## src/rtl/bp_pkg.sv

```systemverilog
// Shared encodings for the next-PC selector and branch predictor.
package bp_pkg;

    // Control-flow class of the instruction currently in IF.
    typedef enum logic [1:0] {
        BR_NONE   = 2'b00,
        BR_BRANCH = 2'b01,
        BR_JAL    = 2'b10,
        BR_JALR   = 2'b11
    } br_type_e;

    // Canonical NOP (addi x0, x0, 0), used as the "no recovery needed" fallback.
    localparam logic [31:0] NOP_INSN = 32'h0000_0013;

endpackage

```

## src/rtl/sat_counter.sv

```systemverilog
// Up/down saturating step for one branch history counter.
module sat_counter #(
    parameter int CTR_BITS = 2
) (
    input  logic [CTR_BITS-1:0] value,
    input  logic                up,
    output logic [CTR_BITS-1:0] next_value
);

    localparam logic [CTR_BITS-1:0] CTR_MAX = '1;
    localparam logic [CTR_BITS-1:0] CTR_MIN = '0;

    // Step toward strongly-taken or strongly-not-taken, holding at either end.
    always_comb begin
        next_value = value;
        if (up) begin
            if (value != CTR_MAX) next_value = value + CTR_BITS'(1);
        end else begin
            if (value != CTR_MIN) next_value = value - CTR_BITS'(1);
        end
    end

endmodule

```

## src/rtl/bht_next_pc.sv

```systemverilog
// Next-PC selector for IF with a table of saturating direction counters.
// Lookup is combinational from the fetch PC; training comes from EXE.
// Optional macro GSHARE_EN folds a non-speculative global history register
// into the lookup index.
module bht_next_pc
    import bp_pkg::*;
#(
    parameter int XLEN        = 32,
    parameter int BHT_ENTRIES = 64,
    parameter int CTR_BITS    = 2,
    parameter int GHR_BITS    = 6,
    localparam int IDX_W      = $clog2(BHT_ENTRIES)
) (
    input  logic             clk,
    input  logic             rst_n,
    input  logic [1:0]       branch,
    input  logic [XLEN-1:0]  pc_out,
    input  logic [XLEN-1:0]  add_pc_4_out,
    input  logic [XLEN-1:0]  add_branch_out,
    input  logic [XLEN-1:0]  add_jal_out,
    input  logic [XLEN-1:0]  add_jalr_out,
    input  logic             exe_valid,
    input  logic             exe_taken,
    input  logic             exe_prediction,
    input  logic [IDX_W-1:0] exe_idx,
    input  logic [XLEN-1:0]  exe_fallback_pc,
    output logic [XLEN-1:0]  next_pc,
    output logic [XLEN-1:0]  fallback_pc,
    output logic             prediction,
    output logic [IDX_W-1:0] pred_idx,
    output logic             misprediction,
    output logic [31:0]      branch_cnt,
    output logic [31:0]      mispred_cnt
);

    // Weakly-not-taken: just below the taken threshold.
    localparam logic [CTR_BITS-1:0] CTR_RESET = CTR_BITS'((1 << (CTR_BITS - 1)) - 1);

    logic [CTR_BITS-1:0] bht [BHT_ENTRIES];
    logic [CTR_BITS-1:0] upd_old;
    logic [CTR_BITS-1:0] upd_new;
    logic [IDX_W-1:0]    pc_idx;
    br_type_e            br_type;

    // Only the word-index bits of the fetch PC feed the table.
    logic unused_pc_bits;
    assign unused_pc_bits = ^{pc_out[XLEN-1:IDX_W+2], pc_out[1:0]};

    assign pc_idx  = pc_out[IDX_W+1:2];
    assign br_type = br_type_e'(branch);

`ifdef GSHARE_EN
    logic [GHR_BITS-1:0] ghr;

    // History shifts only on resolved branches, so it never needs repair.
    always_ff @(posedge clk) begin
        if (!rst_n) begin
            ghr <= '0;
        end else if (exe_valid) begin
            ghr <= GHR_BITS'({ghr, exe_taken});
        end
    end

    assign pred_idx = pc_idx ^ IDX_W'(ghr);
`else
    localparam int unused_ghr_bits = GHR_BITS;

    assign pred_idx = pc_idx;
`endif

    assign upd_old = bht[exe_idx];

    sat_counter #(
        .CTR_BITS (CTR_BITS)
    ) u_sat_counter (
        .value      (upd_old),
        .up         (exe_taken),
        .next_value (upd_new)
    );

    // Table training; a write lands at the edge, so same-cycle lookups see the old value.
    always_ff @(posedge clk) begin
        if (!rst_n) begin
            for (int i = 0; i < BHT_ENTRIES; i++) begin
                bht[i] <= CTR_RESET;
            end
        end else if (exe_valid) begin
            bht[exe_idx] <= upd_new;
        end
    end

    // Resolved-branch and misprediction statistics, wrapping naturally.
    always_ff @(posedge clk) begin
        if (!rst_n) begin
            branch_cnt  <= '0;
            mispred_cnt <= '0;
        end else begin
            if (exe_valid)     branch_cnt  <= branch_cnt + 32'd1;
            if (misprediction) mispred_cnt <= mispred_cnt + 32'd1;
        end
    end

    assign misprediction = exe_valid & (exe_taken != exe_prediction);

    // Direction lookup and next-PC selection; a misprediction redirect overrides fetch.
    always_comb begin
        prediction  = 1'b0;
        fallback_pc = XLEN'(NOP_INSN);
        next_pc     = add_pc_4_out;
        unique case (br_type)
            BR_NONE: begin
                next_pc = add_pc_4_out;
            end
            BR_BRANCH: begin
                prediction = bht[pred_idx][CTR_BITS-1];
                if (prediction) begin
                    next_pc     = add_branch_out;
                    fallback_pc = add_pc_4_out;
                end else begin
                    next_pc     = add_pc_4_out;
                    fallback_pc = add_branch_out;
                end
            end
            BR_JAL: begin
                next_pc = add_jal_out;
            end
            BR_JALR: begin
                next_pc = add_jalr_out;
            end
            default: begin
                next_pc = add_pc_4_out;
            end
        endcase
        if (misprediction) begin
            next_pc = exe_fallback_pc;
        end
    end

endmodule
```

## config.mk

```make
export PLATFORM = sky130hd
export DESIGN_NAME = bht_next_pc
export DESIGN_NICKNAME = d
export VERILOG_FILES = /design/src/rtl/bp_pkg.sv /design/src/rtl/sat_counter.sv /design/src/rtl/bht_next_pc.sv
export SDC_FILE = /design/constraint.sdc
export NUM_CORES = 1
export LEC_CHECK = 0
export ABC_AREA = 1
export BUFFER_PORTS_ARGS = -buffer_cell sky130_fd_sc_hd__buf_2
export CAP_MARGIN = 20
export CORE_ASPECT_RATIO = 0.75
export CORE_MARGIN = 3
export CORE_UTILIZATION = 50
export CTS_BUF_LIST = sky130_fd_sc_hd__clkbuf_8
export DETAILED_ROUTE_END_ITERATION = 8
export GPL_ROUTABILITY_DRIVEN = 0
export PLACE_DENSITY = 0.79
export SYNTH_ARGS = -nofsm -noshare
export SYNTH_HDL_FRONTEND = slang
export SYNTH_SLANG_ARGS = --single-unit
```

## constraint.sdc

```tcl
create_clock -name clk -period 5.06 [get_ports clk]
set_clock_uncertainty 0.1 [all_clocks]
set_input_delay 1.012 -clock clk [delete_from_list [all_inputs] [get_ports clk]]
set_output_delay 1.012 -clock clk [all_outputs]
set_load 0.02 [all_outputs]
```

==> results.cfg <==
[logic_synthesis]
synth_top_area_share_pct = 30.34
async_reset_ff_share_pct = 0
synth_fp_nets = 2101
synth-seq-cells = 192
synth_area_um2 = 12670
yosys-top-cells-area = edfxtp_1 (30%), nand2_1 (16%), dfxtp_1 (10%), nand3_1 (8.3%), inv_1 (7.8%)
yosysUniqueCellTypes = 39
synth.avg_cell_area_um2 = 6.689
synthesis.yosys.warnings = 0
ys_seq_area_share_pct = 40.45
syn_inst = 1894
synth_ff_type = edfxtp_1
synth_edf_count = 128
yosys.area.top_type = edfxtp_1

[final_layout]
nFillCells = 2306
postLayoutCellArea_um2 = 14770
final_cells = 2494
num-nets-final = 2356
drive_above_1_share_pct = 18.69
area_growth_pct = 16.57

[power]
switchingPower_uw = 1267
max-vdd-ir-drop_mv = 0.1564
seqPwrFrac_pct = 47.7
switching_share_pct = 35.29
p_comb_share_pct = 22.5
p_clk_share_pct = 29.8
leakagePower_uw = 0.006561
p_int_uw = 2323
power_density_nw_per_um2 = 243.1

[detailed_routing]
first_pass_iters = 7
vias = 13963
totalWireLength_um = 43910
postRouteAntennaNets = 0
vias_per_cell = 5.599
route.detailed.drc = 0
detail_route.wl_per_cell_um = 17.61
drtIter0Drc = 1784

[clocking]
cts_setup_buffers = 0
clock_latency_ns = 0.50
cts_made_buffers = 17
post_cts_resized = 0
cts.clk_slew.worst_paths_ns = 0.13
clockRootBuffer = clkbuf_8
cts_hold_buf = 0
htree_levels = 4
cts.sinks = 192
clockBufferDepth = 2
cts_tree = built

[floorplan]
start_util_pct = 51.79
die_h_um = 143.9
ios = 341
die_area_um2 = 27300
fp-row-count = 49
core_um2 = 24460
die_w_um = 189.8

[setup_path]
path_class = input port to output pin
r2r-start = bht[18][1]
crit_required_ns = 3.95
r2r_cells = 13
crit_path_max_fanout = 37
rr_endpoint = bht[46][1]
rrSetupSlack_ns = 2.71
crit_arrival_ns = 3.45
start_kind = input port
worstSetupEndpointType = output pin

[sta]
worstMarginPinSlew_ns = 1.126
rsz0062_at_grt = no
hold_violations = 0
report.final.slew_viol_count = 0
setup_viol = 0
max-slew-margin-rel_pct = 24.96
fmax_mhz = 219.4
tns_ns = 0
finalCriticalPeriod_ns = 4.557
holdWs_ns = 0.3881
fin_crit_sh_pct = 90.06

[global_routing]
grt_usage_pct = 30.38
grt_max_degree = 99
grt_pass1_wl_um = 65770
grt_pass1_vias = 12606
grt_use_met1_pct = 39.81
antenna_found_initial = 1
grt_overflow_total = 0
grt_util_met3_pct = 7.023
grtUsageMet2_pct = 48.50
grt_busiest_layer = met2

[hold_path]
holdPathEnd = branch_cnt[31]
hold_depth = 2
hold_path_class = register to register
hold_path_startpoint = branch_cnt[31]

[placed_design]
place.port_buffers = 314
place_inst = 2461
hpwlAfterDp_um = 31430
dpl_cell_area_um2 = 14350

[run_status]
outcome = completed

[flow_run]
cap_viol_max_count = 0
-- routing by layer --
layer | share of wire [%] | wire, um
met5 | 0 | 0
met4 | 4.0 | 1738
met3 | 11 | 4974
met2 | 45 | 19980
met1 | 39 | 17220
-- cell usage after synthesis, types with 23 or more instances --
| master | count |
|---|---|
| a21oi_1 | 132 |
| nand2_1 | 530 |
| clkbuf_1 | 48 |
| edfxtp_1 | 128 |
| buf_2 | 33 |
| o21ai_0 | 76 |
| dfxtp_1 | 64 |
| nor2_1 | 218 |
| inv_1 | 263 |
| buf_4 | 23 |
| nor3_1 | 29 |
| nand3_1 | 211 |
-- worst max-delay path: stages --
cell	delay, ns
buf_2	0.11
inv_2	0.45
nand2_1	0.10
nand3_1	0.11
nand3_1	0.09
nand2_1	0.17
nand2_1	0.08
nand3_1	0.09
nand3_2	0.10
nand2_2	0.14
buf_4	0.36
nand2_1	0.09
nand3_1	0.08
nand2_1	0.05
nand2_1	0.06
nand2_1	0.13
buf_2	0.20
-- cells by family after synthesis --
logic type	count (synthesis)	synth area share [%]
AND/OR/NAND/NOR	1040	34.51
buffers and inverters	381	12.41
AO/OA/AOI/OAI	265	11.46
flip-flops	192	40.45
XOR/XNOR	14	0.9679
adder cells (fa/ha/maj)	2	0.1975
-- metrics by stage --
stage / total power, uW / worst slack [ns] / utilization, %
final: 3590 / 0.5030 / 60.37
after global routing: 3730 / 0.3035 / 60.37
after CTS: 3580 / 0.5848 / 60.36
after detailed placement: 2537 / 0.5925 / 58.67
after global placement: 2525 / 0.6227 / 58.67
after floorplan: 2255 / 1.263 / -
-- registers in the layout (all words and copies together) (netlist names) --
signal,flops
bht,128
branch_cnt,32
mispred_cnt,32
-- power groups by stage --
stage | combinational [uW] | sequential (uW) | clock [uW]
finish | 809 | 1710 | 1070
global route | 872 | 1720 | 1140
CTS | 793 | 1710 | 1080
detailed placement | 790 | 1750 | 0
global placement | 779 | 1750 | 0
floorplan | 511 | 1740 | 0
-- worst max-delay path by stage --
| stage | cells after the start | slack (ns) | to | from |
|---|---|---|---|---|
| 6_report | 17 | 0.50 | next_pc[1] | pc_out[2] |
| 5_1_grt | 17 | 0.30 | next_pc[24] | pc_out[2] |
| 4_1_cts | 17 | 0.58 | next_pc[1] | pc_out[2] |
| 3_5_place_dp | 17 | 0.59 | next_pc[1] | pc_out[2] |
| 3_3_place_gp | 14 | 0.62 | fallback_pc[25] | pc_out[2] |
| 2_1_floorplan | 14 | 1.26 | prediction | pc_out[2] |
-- area by class of cell --
cell class,count,area (um^2),area share [%]
well taps,331,414.1,2.804
diodes,1,2.502,0.01694
inverters,272,1021,6.914
flip-flops and latches,192,5125,34.70
repair buffers,345,1804,12.22
multi-input cells,1321,5988,40.55
clock inverters,15,178.9,1.212
clock buffers,17,234.0,1.584
-- placed cells by master (no fill, tap or decap), drive strengths merged --
cell type  netlist  routed
nand2          533     533
buf             61     345
inv            271     282
nor2           221     221
nand3          218     218
a21oi          132     132
edfxtp         128     128
o21ai           89      89
dfxtp           64      64
nor3            31      31
nand4           20      20
a221oi          18      18
clkbuf          48      17
a22oi            9       9
nor4             8       8
xnor2            8       8
o22ai            7       7
xor2             6       6
or2              5       5
clkinv           1       5
o211ai           3       3
a211oi           3       3
nor3b            2       2
o21a             2       2
ha               2       2
diode            0       1
o2111ai          1       1
o31ai            1       1
and3             1       1
nand3b           1       1
No activity file was read; power rests on OpenSTA's default activity.
